<file path="config.mk">
export PLATFORM = sky130hd
export DESIGN_NAME = ins_class_pipe_flat
export DESIGN_NICKNAME = d
export VERILOG_FILES = /design/src/rtl/ins_class_pkg.sv /design/src/rtl/ins_class_pipe_if.sv /design/src/rtl/ins_class_decode.sv /design/src/rtl/ins_class_pipe.sv /design/src/flat_wrapper.sv
export SDC_FILE = /design/constraint.sdc
export NUM_CORES = 1
export LEC_CHECK = 0
export CORE_AREA = 2 2 135 137
export DETAILED_ROUTE_END_ITERATION = 16
export DIE_AREA = 0 0 137 139
export GPL_TIMING_DRIVEN = 0
export HOLD_SLACK_MARGIN = 0.12
export PLACE_DENSITY = 0.71
export SYNTH_ARGS = -nofsm -noshare
export SYNTH_HDL_FRONTEND = slang
export SYNTH_SLANG_ARGS = --single-unit
</file>
<file path="constraint.sdc">
create_clock -name clock -period 1.6 [get_ports clock]
set_clock_uncertainty 0.1 [all_clocks]
set_input_delay 0.24 -clock clock [delete_from_list [all_inputs] [get_ports clock]]
set_output_delay 0.24 -clock clock [all_outputs]
set_load 0.02 [all_outputs]
</file>
<file path="src/rtl/ins_class_pkg.sv">
// rtl/ins_class_pkg.sv - opcodes, class bit indices and field positions for the class pipe
package ins_class_pkg;
  localparam int INS_W = 32;
  localparam int CLS_W = 8;

  localparam logic [4:0] OP_ALU  = 5'b00000;
  localparam logic [4:0] OP_J    = 5'b00001;
  localparam logic [4:0] OP_BNE  = 5'b00010;
  localparam logic [4:0] OP_JAL  = 5'b00011;
  localparam logic [4:0] OP_JR   = 5'b00100;
  localparam logic [4:0] OP_ADDI = 5'b00101;
  localparam logic [4:0] OP_BLT  = 5'b00110;
  localparam logic [4:0] OP_SW   = 5'b00111;
  localparam logic [4:0] OP_LW   = 5'b01000;
  localparam logic [4:0] OP_SETX = 5'b10101;
  localparam logic [4:0] OP_BEX  = 5'b10110;

  localparam int C_R   = 0;
  localparam int C_I   = 1;
  localparam int C_JI  = 2;
  localparam int C_JII = 3;
  localparam int C_LD  = 4;
  localparam int C_ST  = 5;
  localparam int C_BR  = 6;
  localparam int C_UNK = 7;

  localparam int RD_LSB = 22;
  localparam int RS_LSB = 17;
  localparam int RT_LSB = 12;

  // Source-select mask: which registers a stage-0 instruction reads.
  localparam int SRC_W = 4;
  localparam int S_RS  = 0;
  localparam int S_RT  = 1;
  localparam int S_RD  = 2;
  localparam int S_R30 = 3;
endpackage

</file>
<file path="src/rtl/ins_class_pipe_if.sv">
// rtl/ins_class_pipe_if.sv - instruction/control inputs and per-stage outputs of the class pipe
interface ins_class_pipe_if
  import ins_class_pkg::*;
#(
  parameter int DEPTH = 4,
  parameter int REGW  = 5,
  parameter int CNT_W = 32
);
  logic                     in_valid;
  logic [INS_W-1:0]         in_ins;
  logic                     stall;
  logic                     flush;
  logic [DEPTH-1:0]         stg_valid;
  logic [CLS_W*DEPTH-1:0]   stg_class;
  logic [REGW*DEPTH-1:0]    stg_rd;
  logic                     load_use;
  logic                     any_j_d;
  logic [CLS_W*CNT_W-1:0]   ret_cnt;

  modport master (
    output in_valid, in_ins, stall, flush,
    input  stg_valid, stg_class, stg_rd, load_use, any_j_d, ret_cnt
  );
  modport slave (
    input  in_valid, in_ins, stall, flush,
    output stg_valid, stg_class, stg_rd, load_use, any_j_d, ret_cnt
  );
endinterface

</file>
<file path="src/rtl/ins_class_decode.sv">
// rtl/ins_class_decode.sv - opcode to class vector and source-register select mask
module ins_class_decode
  import ins_class_pkg::*;
#(
  parameter int OPW = 5
) (
  input  logic [OPW-1:0]   opcode,
  output logic [CLS_W-1:0] cls,
  output logic [SRC_W-1:0] src
);
  always_comb begin
    cls = '0;
    src = '0;
    case (opcode)
      OPW'(OP_ALU):  cls[C_R] = 1'b1;
      OPW'(OP_ADDI): cls[C_I] = 1'b1;
      OPW'(OP_SW):   begin cls[C_I] = 1'b1; cls[C_ST] = 1'b1; end
      OPW'(OP_LW):   begin cls[C_I] = 1'b1; cls[C_LD] = 1'b1; end
      OPW'(OP_BNE),
      OPW'(OP_BLT):  begin cls[C_I] = 1'b1; cls[C_BR] = 1'b1; end
      OPW'(OP_J),
      OPW'(OP_JAL),
      OPW'(OP_SETX): cls[C_JI] = 1'b1;
      OPW'(OP_BEX):  begin cls[C_JI] = 1'b1; cls[C_BR] = 1'b1; end
      OPW'(OP_JR):   cls[C_JII] = 1'b1;
      default:       cls[C_UNK] = 1'b1;
    endcase
    // bex is the only branch without an rd compare; it tests r30 instead.
    src[S_RS]  = ~(cls[C_JI] | cls[C_JII]);
    src[S_RT]  = cls[C_R];
    src[S_RD]  = cls[C_ST] | (cls[C_BR] & ~cls[C_JI]) | cls[C_JII];
    src[S_R30] = (opcode == OPW'(OP_BEX));
  end
endmodule

</file>
<file path="src/rtl/ins_class_pipe.sv">
// rtl/ins_class_pipe.sv - DEPTH-stage instruction class pipe with load-use detect
// Optional per-class retire counters under INS_CLASS_PERF_EN.
module ins_class_pipe
  import ins_class_pkg::*;
#(
  parameter int DEPTH = 4,
  parameter int OPW   = 5,
  parameter int REGW  = 5,
  parameter int CNT_W = 32
) (
  input  logic              clock,
  input  logic              reset,
  ins_class_pipe_if.slave   bus
);
  logic [CLS_W-1:0] d_cls;
  logic [SRC_W-1:0] d_src;
  logic [REGW-1:0]  d_rd, d_rs, d_rt;
  logic             unused_ins;

  ins_class_decode #(.OPW(OPW)) u_dec (
    .opcode (bus.in_ins[INS_W-1 -: OPW]),
    .cls    (d_cls),
    .src    (d_src)
  );

  assign d_rd       = bus.in_ins[RD_LSB +: REGW];
  assign d_rs       = bus.in_ins[RS_LSB +: REGW];
  assign d_rt       = bus.in_ins[RT_LSB +: REGW];
  assign unused_ins = ^bus.in_ins[RT_LSB-1:0];

  logic [DEPTH-1:0] v;
  logic [CLS_W-1:0] cls [DEPTH];
  logic [REGW-1:0]  rd  [DEPTH];
  logic [REGW-1:0]  rs0, rt0;
  logic [SRC_W-1:0] src0;

  always_ff @(posedge clock) begin
    if (reset) begin
      v    <= '0;
      rs0  <= '0;
      rt0  <= '0;
      src0 <= '0;
      for (int k = 0; k < DEPTH; k++) begin
        cls[k] <= '0;
        rd[k]  <= '0;
      end
    end else begin
      for (int k = 2; k < DEPTH; k++) begin
        v[k]   <= v[k-1];
        cls[k] <= cls[k-1];
        rd[k]  <= rd[k-1];
      end
      cls[1] <= cls[0];
      rd[1]  <= rd[0];
      if (bus.flush) begin
        v[0] <= 1'b0;
        v[1] <= 1'b0;
      end else if (bus.stall) begin
        v[1] <= 1'b0;
      end else begin
        v[0]   <= bus.in_valid;
        v[1]   <= v[0];
        cls[0] <= d_cls;
        rd[0]  <= d_rd;
        rs0    <= d_rs;
        rt0    <= d_rt;
        src0   <= d_src;
      end
    end
  end

  logic src_hit;

  always_comb begin
    bus.stg_valid = v;
    bus.stg_class = '0;
    bus.stg_rd    = '0;
    for (int k = 0; k < DEPTH; k++) begin
      if (v[k]) begin
        bus.stg_class[CLS_W*k +: CLS_W] = cls[k];
        bus.stg_rd[REGW*k +: REGW]      = rd[k];
      end
    end
  end

  assign src_hit = (src0[S_RS]  && (rs0   == rd[1])) ||
                   (src0[S_RT]  && (rt0   == rd[1])) ||
                   (src0[S_RD]  && (rd[0] == rd[1])) ||
                   (src0[S_R30] && (rd[1] == REGW'(30)));

  assign bus.load_use = v[0] & v[1] & cls[1][C_LD] & (rd[1] != '0) & src_hit;
  assign bus.any_j_d  = v[0] & (cls[0][C_JI] | cls[0][C_JII]);

`ifdef INS_CLASS_PERF_EN
  logic [CNT_W-1:0] cnt [CLS_W];

  always_ff @(posedge clock) begin
    if (reset) begin
      for (int c = 0; c < CLS_W; c++) cnt[c] <= '0;
    end else if (v[DEPTH-1]) begin
      for (int c = 0; c < CLS_W; c++)
        if (cls[DEPTH-1][c]) cnt[c] <= cnt[c] + CNT_W'(1);
    end
  end

  always_comb begin
    bus.ret_cnt = '0;
    for (int c = 0; c < CLS_W; c++) bus.ret_cnt[CNT_W*c +: CNT_W] = cnt[c];
  end
`else
  assign bus.ret_cnt = '0;
`endif
endmodule

</file>
<file path="src/flat_wrapper.sv">
// flat-port wrapper written by rule: the top's interface ports become plain ports
module ins_class_pipe_flat import ins_class_pkg::*;
#(
  parameter int DEPTH = 4,
  parameter int OPW   = 5,
  parameter int REGW  = 5,
  parameter int CNT_W = 32
)
  (clock, reset, bus_in_valid, bus_in_ins, bus_stall, bus_flush, bus_stg_valid, bus_stg_class, bus_stg_rd, bus_load_use, bus_any_j_d, bus_ret_cnt);
  ins_class_pipe_if #(.DEPTH(DEPTH), .REGW(REGW), .CNT_W(CNT_W)) bus_i ();
  input  logic clock;
  input  logic reset;
  input wire logic [$bits(bus_i.in_valid)-1:0] bus_in_valid;
  input wire logic [$bits(bus_i.in_ins)-1:0] bus_in_ins;
  input wire logic [$bits(bus_i.stall)-1:0] bus_stall;
  input wire logic [$bits(bus_i.flush)-1:0] bus_flush;
  output wire logic [$bits(bus_i.stg_valid)-1:0] bus_stg_valid;
  output wire logic [$bits(bus_i.stg_class)-1:0] bus_stg_class;
  output wire logic [$bits(bus_i.stg_rd)-1:0] bus_stg_rd;
  output wire logic [$bits(bus_i.load_use)-1:0] bus_load_use;
  output wire logic [$bits(bus_i.any_j_d)-1:0] bus_any_j_d;
  output wire logic [$bits(bus_i.ret_cnt)-1:0] bus_ret_cnt;
  assign bus_i.in_valid = bus_in_valid;
  assign bus_i.in_ins = bus_in_ins;
  assign bus_i.stall = bus_stall;
  assign bus_i.flush = bus_flush;
  assign bus_stg_valid = bus_i.stg_valid;
  assign bus_stg_class = bus_i.stg_class;
  assign bus_stg_rd = bus_i.stg_rd;
  assign bus_load_use = bus_i.load_use;
  assign bus_any_j_d = bus_i.any_j_d;
  assign bus_ret_cnt = bus_i.ret_cnt;
  ins_class_pipe #(.DEPTH(DEPTH), .OPW(OPW), .REGW(REGW), .CNT_W(CNT_W)) u_core (.clock(clock), .reset(reset), .bus(bus_i));
endmodule
</file>
### Word-level counts from Yosys, hierarchy flattened

Memory sizes are Yosys's and may differ from the RTL's.
Index checks and enable logic that the tools add are counted.

* reduce and logical (&&, ||, !) cells: 16
* bitwise logic cells: 22
* eq/ne operators: 14
* muxes and demuxes: 31

Operators by type and width (count)
* $mux W8: 8
* $mux W5: 8
* $eq A5 B3 Y1 const B: 4
* $eq A5 B5 Y1: 3
* $eq A5 B5 Y1 const B: 3
* $mux W1: 15
* $or A1 B1 Y1: 12
* $reduce_or A11 Y1: 1
* $eq A5 B2 Y1 const B: 2
* $and A1 B1 Y1: 6
* $reduce_or A3 Y1: 2
* $eq A5 B1 Y1 const B: 1
* $eq A5 B4 Y1 const B: 1
* $logic_not A5 Y1: 1
* $reduce_bool A5 Y1: 1
* $reduce_or A5 Y1: 1
* $logic_and A1 B1 Y1: 4
* $not A1 Y1: 4
* $reduce_or A4 Y1: 1
* $logic_or A1 B1 Y1: 3
* $reduce_and A2 Y1: 1
* $reduce_or A2 Y1: 1

* output and inout port bits: 314
* word-level logic and storage cells: 91
* bits of input ports: 37
* memories: 2
* bits in writable memories: 52
* flip-flop bits (word level): 18

Memory list
* u_core.cls: depth 4, width 8, rd ports 4, clocked after Yosys merged registers in 0, wr ports 4, RTL line ins_class_pipe.sv:32 `logic [CLS_W-1:0] cls [DEPTH];`
* u_core.rd: depth 4, width 5, rd ports 4, clocked after Yosys merged registers in 0, wr ports 4, RTL line ins_class_pipe.sv:33 `logic [REGW-1:0] rd [DEPTH];`

### Logic depth before layout (Yosys ltp)

* depth in word-level cells: 7
* mapped depth: 6

### By module

From an unflattened synthesis, not the netlist that was laid out.

* cells, all modules: 586
* area, all modules: 4835.9 µm²

By module, submodules not included
* ins_class_pipe: area each 4634.4 µm², sequential area each 1401.3 µm², cells an instance 555, instances 1
* ins_class_decode: area each 201.4 µm², sequential area each 0.0 µm², cells an instance 31, instances 1

### Least setup slack after synthesis

No wires, ideal clock.

* path type: register to output
* from: memory u_core.rd[1][1]
* to: output bus_load_use
* arrival time: 1.350 ns
* cell stages (with the launch flop): 7
* data required time: 1.260 ns
* setup slack: -0.090 ns
* path buffers: 1
* cells stage by stage: dfxtp_1 > buf_2 > xor2_1 > nor4_1 > and3_1 > a31oi_1 > a21oi_1

RTL lines
* from (decl): RTL line ins_class_pipe.sv:33
* to (decl): RTL line flat_wrapper.sv:20 `output wire logic [$bits(bus_i.load_use)-1:0] bus_load_use;`

==> results.json <==
{
  "gp_congestion": 0.848,
  "area_delta_synth_final_pct": 49.0,
  "rsz0062_at_grt": "yes",
  "min_path_type": "in2reg",
  "dr.pass1.iters": 4,
  "via_per_inst": 3.24,
  "crit_fanout": 6,
  "syn_area_per_cell_um2": 8.37,
  "violations": "setup timing",
  "antenna_left": 0,
  "cts_buffer_depth": 2,
  "hold_violations": 0,
  "yosysUniqueCellTypes": 40,
  "slowest_stage": "dfxtp_4",
  "seq_power_share_pct": 34.2,
  "dieHeight_um": 139,
  "grt_pass1_vias": 3126,
  "drt_iter0_markers": 70,
  "grt_use_total_pct": 10.9,
  "required_ns": 1.26,
  "place_hpwl_um": 9410,
  "power_switching_mw": 1.51,
  "io_buffers": 78,
  "initial_core_util_pct": 27.0,
  "cts_buffers": 9,
  "ys_warn_count": 0,
  "hold_start": "bus_in_ins[30]",
  "clock_power_share_pct": 40.8,
  "synthCells": 570,
  "clk_latency_ns": 0.33,
  "dp_slack_ns": -0.682,
  "slew_viol_final": 0,
  "grt_pass1_wl_um": 16400,
  "slowest_delay_ns": 0.37,
  "r2r_cells": 2,
  "fin_crit_ns": 2.03,
  "critPathArrivalTime_ns": 1.69,
  "max_cap_viol_count": 0,
  "wl_per_cell_um": 9.73,
  "drive_gt1_share_pct": 40.0,
  "antenna_found_initial": 0,
  "clock.fmax_ghz": 0.493,
  "status": "complete, but fails checks",
  "cts.sinks": 70,
  "vias": 3722,
  "cts-root-buf": "clkbuf_16",
  "die_area_um2": 19000,
  "coreArea_um2": 17700,
  "crit_type": "reg2out",
  "cts_tree": "yes",
  "cp_num_buf_inv": 1,
  "setup_slack_ns": -0.430,
  "ios": 351,
  "ir_drop_v": 0.000546,
  "rows": 49,
  "grt_max_degree": 12,
  "grt_overflow": 0,
  "pwr-share-comb_pct": 24.9,
  "switching_share_pct": 28.6,
  "hold_depth": 3,
  "fin_crit_sh_pct": 127,
  "die_x_um": 137,
  "reg2reg_from": "u_core.rd[1][2]",
  "r2r_end": "u_core.rd[2][2]",
  "synth_edf_count": 0,
  "synthFlopType": "dfxtp_1",
  "drc_errors": 0,
  "powerDensity_nw_per_um2": 742,
  "p_leak_nw": 4.03,
  "setup_violations": 1,
  "synth_area_um2": 4770,
  "cpLargestDelayFamily": "simple AND/OR/NAND/NOR gates",
  "wirelength_um": 11200,
  "internal-power_mw": 3.76,
  "fin_nets": 951,
  "async_flop_share_pct": 0,
  "yosysSeqAreaShare_pct": 29.4,
  "path_cells": "xor2_1 > nor4_1 > and3_1 > a31oi_2 > a21oi_2 > buf_4",
  "holdPathEnd": "u_core.cls[0][4]",
  "crit_path_end_kind": "output port",
  "num_antenna_cells": 0,
  "h-tree-depth": 3,
  "clkTransAtPathRegs_ns": 0.05,
  "r2r_setup_slack_ns": 0.78,
  "start_kind": "register",
  "ys_seq_elements": 70,
  "fin_util_pct": 40.3
}
per-layer routing:
metal / track usage [%] / wire length (um) / part of all wire [%]
met5: 0 / 0 / 0
met1: 11.2 / 3860 / 35
met4: 2.39 / 112 / 1.0
met2: 21.5 / 6120 / 55
met3: 2.85 / 1070 / 9.6
layout by cell type, fill, tap and decap left out, types with 5 or more instances in the layout:
| cell type | n |
|---|---|
| buf_4 | 264 |
| conb_1 | 256 |
| dfxtp_1 | 62 |
| and2_1 | 41 |
| nor2b_1 | 41 |
| nand2_1 | 40 |
| buf_2 | 36 |
| clkdlybuf4s50_1 | 20 |
| a21oi_1 | 19 |
| buf_6 | 13 |
| xor2_1 | 13 |
| and2_4 | 11 |
| dlygate4sd2_1 | 10 |
| clkbuf_16 | 9 |
| nor2_1 | 6 |
| clkbuf_8 | 5 |
| clkdlybuf4s15_1 | 5 |
through the flow:
step | cell area [um^2] | cells | total power [mW] | hold slack (ns) | setup TNS [ns]
6_report | 7110 | 1147 | 5.27 | 0.193 | -0.430
5_1_grt | 7110 | 1147 | 5.48 | 0.211 | -0.535
4_1_cts | 7000 | 1146 | 5.26 | 0.188 | -0.807
3_5_place_dp | 6800 | 1132 | 3.11 | 0.345 | -27.16
3_3_place_gp | 6800 | 1132 | 3.10 | 0.342 | -28.68
2_1_floorplan | 5730 | 825 | 2.99 | 0.217 | 0
power groups by stage:
stage,clock (mW),sequential (mW),combinational [mW]
after floorplan,0,1.83,1.16
after global placement,0,1.84,1.26
after detailed placement,0,1.84,1.26
after CTS,2.18,1.81,1.27
after global routing,2.26,1.81,1.41
final,2.15,1.81,1.32
repair_timing:
action                                 CTS  global route
pin swaps                                5             4
setup endpoints to repair               72            24
buffers inserted                         2             1
hold buffers                             1             0
endpoints found under the hold margin    1             0
resized for setup                      221            43
sequential cells by signal, summed over array words and instances, names as in the netlist:
signal,cells
u_core.bus.stg_valid,4
u_core.rt0,5
u_core.cls,32
u_core.rd,20
u_core.src0,4
u_core.rs0,5
worst max-delay path by stage:
stage	slack, ns	cells after the start	from	end
final	-0.43	6	u_core.rd[1][2]	bus_load_use
after global routing	-0.51	6	u_core.rd[1][0]	bus_load_use
after CTS	-0.44	6	u_core.rd[1][2]	bus_load_use
after detailed placement	-0.68	6	u_core.rd[1][3]	bus_load_use
after global placement	-0.68	6	u_core.rd[1][3]	bus_load_use
after floorplan	0.004	6	u_core.rd[1][1]	bus_load_use
cells in the mapped netlist (2+ instances only):
master / number / area share, %
dfxtp_1: 70 / 29
nor2_1: 6 / 0.47
xnor2_1: 3 / 0.55
a22oi_1: 2 / 0.31
nand3_1: 2 / 0.21
xor2_1: 13 / 2.4
nor3_1: 2 / 0.21
nand2_1: 40 / 3.1
a21oi_2: 3 / 0.55
mux2i_1: 2 / 0.42
nor2b_1: 41 / 5.4
buf_2: 14 / 1.5
a22o_1: 2 / 0.37
and2_1: 52 / 6.8
nor4_1: 4 / 0.52
a31oi_1: 2 / 0.26
clkbuf_1: 10 / 0.79
a21oi_1: 20 / 2.1
nor3b_1: 2 / 0.31
nand4_1: 4 / 0.52
buf_4: 257 / 40
cells by family after synthesis:
kind of cell	after synthesis	synth area share, %
muxes	2	0.420
buffers and inverters	283	43.1
AOI/OAI and AO/OA	35	4.61
other	1	0.0786
xor gates and xnor gates	16	2.94
and+or+nand+nor	162	19.3
DFF	70	29.4
adders and majority gates	1	0.210
final cells by class:
cell class	count	area (um^2)
inverters	1	6.26
repair buffers	82	671
flip-flops and latches	70	1420
clock buffers	12	256
fillers	1788	10500
plain buffers	278	2070
multi-input cells	472	2330
clock inverters	3	67.6
well taps	229	287
worst reg2reg max path, stage by stage (launching register included):
cell and delay [ns]:
dfxtp_4 0.37, buf_4 0.13, nor2b_1 0.11
Note: power is estimated with default switching activity, not from simulation.
